[src/rtl/ceespu_branch_resolve.sv]
// In-order branch resolution queue: records predicted branches from fetch, checks
// them against execute outcomes, drives predictor updates and mispredict redirects.
module ceespu_branch_resolve #(
    parameter int DEPTH_LOG2 = 2,
    parameter int ADDR_W     = 16
) (
    input  logic              clk,
    input  logic              rst_n,
    input  logic              push,
    input  logic [ADDR_W-1:0] push_pc,
    input  logic [1:0]        push_state,
    input  logic              push_pred,
    input  logic [ADDR_W-1:0] push_alt_pc,
    input  logic              resolve_valid,
    input  logic              resolve_taken,
    output logic              full,
    output logic              empty,
    output logic              update_table,
    output logic [ADDR_W-1:0] branch_address,
    output logic [1:0]        branch_prediction_state,
    output logic              branch_taken,
    output logic              mispredict,
    output logic [ADDR_W-1:0] redirect_pc,
    output logic              error
);

    localparam int ENTRY_W = 2 * ADDR_W + 3;
    localparam int DEPTH   = 1 << DEPTH_LOG2;
    localparam logic [DEPTH_LOG2:0]   DEPTH_CNT = (DEPTH_LOG2 + 1)'(DEPTH);
    localparam logic [DEPTH_LOG2-1:0] PTR_ONE   = DEPTH_LOG2'(1);

    typedef enum logic {
        RUN   = 1'b0,
        FLUSH = 1'b1
    } state_t;

    state_t                state_q, state_d;
    logic [DEPTH_LOG2-1:0] wr_ptr_q, wr_ptr_d;
    logic [DEPTH_LOG2-1:0] rd_ptr_q, rd_ptr_d;
    logic [DEPTH_LOG2:0]   count_q, count_d;
    logic [ENTRY_W-1:0]    mem_q [DEPTH];

    logic              update_table_q, update_table_d;
    logic [ADDR_W-1:0] branch_address_q, branch_address_d;
    logic [1:0]        branch_state_q, branch_state_d;
    logic              branch_taken_q, branch_taken_d;
    logic              mispredict_q, mispredict_d;
    logic [ADDR_W-1:0] redirect_pc_q, redirect_pc_d;
    logic              error_q, error_d;

    logic [ADDR_W-1:0] head_pc;
    logic [1:0]        head_state;
    logic              head_pred;
    logic [ADDR_W-1:0] head_alt_pc;
    logic              pop;
    logic              mis;
    logic              push_acc;

    assign {head_pc, head_state, head_pred, head_alt_pc} = mem_q[rd_ptr_q];

    assign full  = (count_q == DEPTH_CNT);
    assign empty = (count_q == '0);

    always_comb begin
        pop      = resolve_valid & ~empty;
        mis      = pop & (head_pred != resolve_taken);
        // A push beside a mispredicting pop is on the wrong path and is dropped.
        push_acc = push & (state_q == RUN) & ~mis & (~full | pop);

        state_d  = (state_q == FLUSH) ? RUN : state_q;
        wr_ptr_d = wr_ptr_q;
        rd_ptr_d = rd_ptr_q;
        count_d  = count_q;

        if (mis) begin
            rd_ptr_d = rd_ptr_q + PTR_ONE;
            wr_ptr_d = rd_ptr_q + PTR_ONE;
            count_d  = '0;
            state_d  = FLUSH;
        end else begin
            if (pop)      rd_ptr_d = rd_ptr_q + PTR_ONE;
            if (push_acc) wr_ptr_d = wr_ptr_q + PTR_ONE;
            count_d = count_q + {{DEPTH_LOG2{1'b0}}, push_acc}
                              - {{DEPTH_LOG2{1'b0}}, pop};
        end

        error_d = error_q
                | (resolve_valid & empty)
                | (push & full & ~pop & (state_q == RUN));

        update_table_d   = pop;
        mispredict_d     = mis;
        branch_address_d = branch_address_q;
        branch_state_d   = branch_state_q;
        branch_taken_d   = branch_taken_q;
        redirect_pc_d    = redirect_pc_q;
        if (pop) begin
            branch_address_d = head_pc;
            branch_state_d   = head_state;
            branch_taken_d   = resolve_taken;
            redirect_pc_d    = head_alt_pc;
        end
    end

    always_ff @(posedge clk or negedge rst_n) begin
        if (!rst_n) begin
            state_q          <= RUN;
            wr_ptr_q         <= '0;
            rd_ptr_q         <= '0;
            count_q          <= '0;
            update_table_q   <= 1'b0;
            branch_address_q <= '0;
            branch_state_q   <= '0;
            branch_taken_q   <= 1'b0;
            mispredict_q     <= 1'b0;
            redirect_pc_q    <= '0;
            error_q          <= 1'b0;
        end else begin
            state_q          <= state_d;
            wr_ptr_q         <= wr_ptr_d;
            rd_ptr_q         <= rd_ptr_d;
            count_q          <= count_d;
            update_table_q   <= update_table_d;
            branch_address_q <= branch_address_d;
            branch_state_q   <= branch_state_d;
            branch_taken_q   <= branch_taken_d;
            mispredict_q     <= mispredict_d;
            redirect_pc_q    <= redirect_pc_d;
            error_q          <= error_d;
        end
    end

    // Queue storage needs no reset; occupancy is tracked by the pointers.
    always_ff @(posedge clk) begin
        if (push_acc) begin
            mem_q[wr_ptr_q] <= {push_pc, push_state, push_pred, push_alt_pc};
        end
    end

    assign update_table            = update_table_q;
    assign branch_address          = branch_address_q;
    assign branch_prediction_state = branch_state_q;
    assign branch_taken            = branch_taken_q;
    assign mispredict              = mispredict_q;
    assign redirect_pc             = redirect_pc_q;
    assign error                   = error_q;

endmodule

[config.mk]
export PLATFORM = sky130hd
export DESIGN_NAME = ceespu_branch_resolve
export DESIGN_NICKNAME = d
export VERILOG_FILES = /design/src/rtl/ceespu_branch_resolve.sv
export SDC_FILE = /design/constraint.sdc
export NUM_CORES = 1
export LEC_CHECK = 0
export BUFFER_PORTS_ARGS = -buffer_cell sky130_fd_sc_hd__clkbuf_2
export CAP_MARGIN = 5
export CORE_AREA = 3 3 190 99
export CTS_CLUSTER_SIZE = 14
export DETAILED_ROUTE_END_ITERATION = 8
export DIE_AREA = 0 0 193 102
export GPL_TIMING_DRIVEN = 0
export HOLD_SLACK_MARGIN = 0.1
export SYNTH_ARGS = -nofsm -noshare
export SYNTH_HDL_FRONTEND = slang
export SYNTH_SLANG_ARGS = --single-unit
[constraint.sdc]
create_clock -name clk -period 4.75 [get_ports clk]
set_input_delay 0.475 -clock clk [delete_from_list [all_inputs] [get_ports clk]]
set_output_delay 0.475 -clock clk [all_outputs]
set_load 0.01 [all_outputs]
==> flow_summary.json, run 1 <==
{
  "post-dp-hpwl_um": 8068,
  "min_path_cells": 1,
  "die_area_um2": 19690,
  "worst_path_buffer_plus_inverter_count": 3,
  "finalSetupViolations": 0,
  "ctsRootBufferMaster": "clkbuf_16",
  "route.detailed.drc": 0,
  "pwr-share-clk": 0.269,
  "die_width_um": 193,
  "vias_per_cell": 4.719,
  "post_syn_area_per_cell_um2": 18.03,
  "worst_slew_pin_slew_ns": 0.6909,
  "worstPathRequired_ns": 4.87,
  "clk_latency_ns": 0.42,
  "wirelength_um": 12800,
  "antenna_found_initial": 0,
  "timing_hold_violations_final": 0,
  "final-max-slew-violation-count": 0,
  "grt_first_pass_wirelength_um": 20180,
  "finalNetCount": 533,
  "place.port_buffers": 79,
  "dr.first_iter.drc_count": 210,
  "layout_common_cells": "140 x edfxtp_1, 106 x nand2_1, 78 x clkbuf_2",
  "synth-warning-count": 0,
  "hold_start": "push_pc[12]",
  "area_growth_syn_to_layout_pct": 20.51,
  "critical-path-top-delay-family": "simple AND/OR/NAND/NOR gates",
  "routed-via-count": 3464,
  "cts.clk_slew.worst_paths_ns": 0.07,
  "post_synth_edffs": 140,
  "worstHoldPathType": "input pin to flop",
  "cp.arrival_ns": 2.72,
  "power-per-cell-area_nw_per_um2": 624.9,
  "netSwitchingPower_w": 0.001599,
  "unrepaired_setup_endpoints_after_global_routing": "false",
  "timing.fmax_mhz": 384.4,
  "synth-seq-cells": 185,
  "critical_register_to_register_path_endpoint": "mem_q[3][18]",
  "netlist_instances": 383,
  "setup-tns-final_ns": 0,
  "final_period_minus_worst_setup_slack_ns": 2.602,
  "crit-reg2reg-launch": "rd_ptr_q[1]",
  "comb_power_share": 0.286,
  "mostFrequentLayoutCell": "edfxtp_1",
  "initial_utilization": 0.3998,
  "post_route_clock_period_utilization": 0.5477,
  "synth_sequential_area_ratio": 0.7719,
  "gp_routability_congestion": 0.6827,
  "timing.hold.worst_endpoint": "mem_q[3][31]",
  "slew_headroom": 0.5394,
  "grt_max_degree": 46,
  "cp-start-kind": "flop",
  "reg2reg_depth": 7,
  "dominantRegCellSynth": "edfxtp_1",
  "skew_ns": 0.01047,
  "clock-sinks": 185,
  "globalRoute.totalOverflow": 0,
  "core_area_um2": 17270,
  "layout_cells_sized_above_1": 0.3320,
  "power.total_w": 0.005200,
  "htree_num_levels": 4,
  "top_level_ports": 80,
  "dr.pass1.iters": 4,
  "clock_tree_from_tritoncts": "yes",
  "gr-usage-all-layers": 0.1401,
  "cts_buffers": 17,
  "synth_async_sr_flop_share": 0.2432,
  "seqPwrFrac": 0.445,
  "postCtsSetupBuffers": 0,
  "cts_buffer_depth": 2,
  "synth.cell_area_um2": 6905,
  "cpPeakStageDelay_ns": 0.58,
  "crit_type": "flop to flop",
  "worstPathMaxFanout": 18,
  "setup_slack_reg_to_reg_ns": 2.15,
  "row_count": 34,
  "via_count_of_the_first_global_routing_pass": 3624,
  "leakage_nw": 3.239,
  "drt-wirelength-per-cell_um": 17.44,
  "diodes": 0,
  "synth_fp_nets": 429,
  "ordered_cell_list_for_the_critical_path": "buf_2, mux4_2, xnor2_2, nand2b_1, buf_4, and3_2, buf_16",
  "cap_violations": 0,
  "netlist-cell-type-count": 27,
  "switching_share": 0.3075,
  "critical_path.endpoint_type": "flop",
  "chipHeight_um": 102,
  "vdd_ir_drop_max_mv": 0.3279,
  "ant_nets": 0,
  "crit_slowest_cell": "and3_2",
  "cts_resized": 0,
  "outcome": "finished, final reports clean",
  "intPower_w": 0.003601
}
## routing by layer
layer	wire, um	share of wire	vias to the layer above	track usage
met5	0	0	-	0
met4	119	0.0093	0	0.03998
met3	631	0.049	10	0.04147
met2	6399	0.50	60	0.2304
met1	5651	0.44	1763	0.1846
li1	-	-	1631	-
## power groups by stage
stage	registers [W]	logic, W	clock network (W)
finish	0.00231	0.00149	0.00140
global route	0.00236	0.00166	0.00151
CTS	0.00232	0.00154	0.00144
detailed placement	0.00235	0.00153	0
global placement	0.00236	0.00146	0
floorplan	0.00240	0.000931	0
## worst reg2reg max path, stage by stage (launching register included)
cell and delay [ns]:
dfrtp_1 0.32, buf_2 0.27, mux4_2 0.38, xnor2_2 0.22, nand2b_1 0.14, buf_4 0.15, and3_2 0.58, buf_16 0.24
## registers in the layout, summed over array words and instances (netlist names)
name,cells
mem_q,140
branch_address,16
redirect_pc,16
count_q,3
branch_prediction_state,2
rd_ptr_q,2
wr_ptr_q,2
branch_taken,1
error,1
mispredict,1
update_table,1
## logic make-up (layout without fill, tap and decap cells)
kind of cell | after synthesis | in the layout | share of synthesized area
multiplexers | 37 | 37 | 0.1171
AO/OA/AOI/OAI | 6 | 6 | 0.005436
buffers and inverters | 23 | 140 | 0.01522
flip-flops | 185 | 185 | 0.7719
AND/OR/NAND/NOR | 119 | 119 | 0.06849
adder cells (fa/ha/maj) | 6 | 6 | 0.01196
XOR/XNOR | 7 | 7 | 0.009966
## synth_stat cells, types with 2 or more instances
cell type,number,area [um^2]
edfxtp_1,140,4204
ha_1,5,62.56
nor3_1,2,10.01
inv_1,5,18.77
mux2i_1,2,20.02
xnor2_1,4,35.03
a21oi_1,3,15.01
nand2b_1,2,12.51
nor2_1,2,7.510
dfrtp_1,45,1126
and3_1,4,25.02
nand2_1,106,397.9
buf_2,6,30.03
mux4_2,35,788.3
buf_4,3,22.52
clkbuf_1,5,18.77
xor2_1,2,17.52
buf_1,3,11.26
## through the flow
step	std cells	util	hold WS, ns	area, um^2	worst slack (ns)
after floorplan	383	-	0.1794	6905	2.149
after global placement	696	0.4397	0.4583	7594	1.250
after detailed placement	700	0.4455	0.4620	7694	2.113
after CTS	732	0.4801	0.2560	8292	2.102
after global routing	734	0.4818	0.2572	8322	2.000
final	734	0.4818	0.2695	8322	2.148
## area by class of cell
type / count / area [um^2]
Tap cell: 234 / 292.8
Fill cell: 1519 / 8950
Multi-Input combinational cell: 175 / 1475
Clock inverter: 14 / 158.9
Timing Repair Buffer: 85 / 520.5
Clock buffer: 18 / 439.2
Sequential cell: 185 / 5330
Inverter: 6 / 22.52
Buffer: 17 / 82.58
## timing repair
action | in CTS | in global routing
setup endpoints to repair | 0 | 0
endpoints found under the hold margin | 0 | 11
hold buffers | 0 | 1
## worst max path at each step
stage | start | end | slack, ns | cells past startpoint
after detailed placement | rd_ptr_q[1] | mem_q[3][1] | 2.11 | 7
after global placement | rd_ptr_q[0] | mem_q[0][6] | 1.25 | 5
after global routing | rd_ptr_q[0] | mem_q[0][29] | 2.00 | 6
after CTS | rd_ptr_q[1] | mem_q[3][18] | 2.10 | 7
final | rd_ptr_q[1] | mem_q[3][18] | 2.15 | 7
after floorplan | rd_ptr_q[0] | mem_q[0][0] | 2.15 | 5
No activity file was read; power rests on OpenSTA's default activity.
==> inputs of run 2 (changes only) <==
==> constraint.sdc (replaced) <==
create_clock -name clk -period 2.64 [get_ports clk]
set_input_delay 0.264 -clock clk [delete_from_list [all_inputs] [get_ports clk]]
set_output_delay 0.264 -clock clk [all_outputs]
set_load 0.01 [all_outputs]
==> run 2 against run 1 <==
Maximum frequency is 6.9% higher. Critical path type unchanged. Sequential cell count did not move. Sequential power increased by 80%. Highest routed layer unchanged. Global-route usage is 0.36 points higher. Largest power group unchanged.
==> flow_summary.json, run 2 (synthesis gave the netlist of run 1 again) <==
{
  "grt_max_degree": 46,
  "worst_slew_pin_slew_ns": 0.6857,
  "globalRoute.totalOverflow": 0,
  "leakage_nw": 3.384,
  "cts_buffer_depth": 2,
  "grt_first_pass_wirelength_um": 20840,
  "cts_buffers": 17,
  "final_period_minus_worst_setup_slack_ns": 2.434,
  "dr.pass1.iters": 5,
  "route.detailed.drc": 0,
  "htree_num_levels": 4,
  "mostFrequentLayoutCell": "edfxtp_1",
  "cp-start-kind": "flop",
  "crit_type": "flop to flop",
  "post_route_clock_period_utilization": 0.9218,
  "core_area_um2": 17270,
  "timing_hold_violations_final": 0,
  "cts.clk_slew.worst_paths_ns": 0.07,
  "unrepaired_setup_endpoints_after_global_routing": "false",
  "layout_common_cells": "140 x edfxtp_1, 106 x nand2_1, 78 x clkbuf_2",
  "area_growth_syn_to_layout_pct": 25.84,
  "critical_path.endpoint_type": "flop",
  "gp_routability_congestion": 0.6827,
  "initial_utilization": 0.3998,
  "register_area_um2": 5330,
  "cp.arrival_ns": 2.55,
  "skew_ns": 0.008453,
  "worstHoldPathType": "input pin to flop",
  "drt-wirelength-per-cell_um": 17.02,
  "fin_util": 0.5031,
  "dr.first_iter.drc_count": 211,
  "hold_start": "resolve_taken",
  "wirelength_um": 13090,
  "crit-reg2reg-launch": "rd_ptr_q[1]",
  "max_ffs_per_register": 140,
  "worstPathRequired_ns": 2.76,
  "finalNetCount": 568,
  "crit_path_start": "rd_ptr_q[1]",
  "vdd_ir_drop_max_mv": 0.5916,
  "row_count": 34,
  "top_level_ports": 80,
  "vias_per_cell": 4.702,
  "power-per-cell-area_nw_per_um2": 1085,
  "die_width_um": 193,
  "slew_headroom": 0.5429,
  "final-max-slew-violation-count": 0,
  "antenna_found_initial": 0,
  "ant_nets": 0,
  "finalSetupViolations": 0,
  "clk_latency_ns": 0.42,
  "clock_tree_from_tritoncts": "yes",
  "clock-sinks": 185,
  "reg_with_most_ffs": "mem_q",
  "diodes": 0,
  "place.port_buffers": 79,
  "setup-tns-final_ns": 0,
  "cap_violations": 0,
  "layout_cells_sized_above_1": 0.3140,
  "via_count_of_the_first_global_routing_pass": 3768,
  "worstPathMaxFanout": 18,
  "timing.fmax_mhz": 410.9,
  "outcome": "finished, final reports clean",
  "postCtsSetupBuffers": 0,
  "post-dp-hpwl_um": 8068,
  "gr-usage-all-layers": 0.1437,
  "multiInputGateArea_um2": 1490,
  "ctsRootBufferMaster": "clkbuf_16",
  "routed-via-count": 3616,
  "die_area_um2": 19690,
  "n_fill_cell": 1505,
  "chipHeight_um": 102
}
==> run 2: cell types whose count changed in the layout (fill, tap and decap cells not counted), sizes merged <==
cell,previous run,this run
clkbuf,101,102
buf,18,17
dlygate4sd3,1,36
==> run 2: what timing repair did <==
item / CTS / global route
endpoints found under the hold margin: 140 / 23
endpoints found under the setup margin: 9 / 1
resized for setup: 2 / 3
hold buffers: 35 / 1
==> run 2: worst max-delay path, stage by stage (launching register included) <==
cell and delay, ns:
dfrtp_1 0.32, buf_2 0.26, mux4_2 0.37, xnor2_2 0.23
nand2b_1 0.14, buf_4 0.16, and3_4 0.42, buf_16 0.21
==> run 2: area by class of cell <==
type / instances / area share
clock inverter: 14 / 0.01829
tap: 234 / 0.03369
sequential: 185 / 0.6134
timing repair buffer: 120 / 0.1002
inverter: 6 / 0.002592
buffer: 17 / 0.009791
clock buffer: 18 / 0.05054
multi-input combinational: 175 / 0.1715
==> run 2: stage by stage <==
| step | total power, W | worst slack [ns] | area [um^2] | instances | hold WS (ns) |
|---|---|---|---|---|---|
| 2_1_floorplan | 0.005998 | 0.03901 | 6905 | 383 | -0.03159 |
| 3_3_place_gp | 0.006873 | -0.8600 | 7594 | 696 | 0.4583 |
| 3_5_place_dp | 0.006994 | 0.002537 | 7694 | 700 | 0.4620 |
| 4_1_cts | 0.009586 | 0.1094 | 8650 | 767 | 0.1054 |
| 5_1_grt | 0.01001 | 0.01189 | 8690 | 769 | 0.1240 |
| 6_report | 0.009425 | 0.2063 | 8690 | 769 | 0.1169 |
==> run 2: layer usage <==
metal / part of all wire / global-route usage / up-vias
li1: - / - / 1700
met1: 0.45 / 0.1896 / 1851
met2: 0.50 / 0.2396 / 53
met3: 0.037 / 0.03873 / 12
met4: 0.011 / 0.03998 / 0
met5: 0 / 0 / -
==> run 2: path summary, 6_finish.rpt <==
check | end | slack [ns] | cells past startpoint
max | mem_q[3][18] | 0.21 | 7
min | branch_taken | 0.12 | 3
max reg2reg | mem_q[3][18] | 0.21 | 7
min reg2reg | branch_address[4] | 0.47 | 2
max in group asynchronous | branch_prediction_state[1] | 1.86 | 3
min in group asynchronous | branch_address[4] | 0.26 | 2
==> run 2: report_power, final <==
part           internal [W]  switching, W  leakage (nW)
Clock               0.00137       0.00115         0.281
Combinational       0.00125       0.00149          1.28
Sequential          0.00390      0.000264          1.82
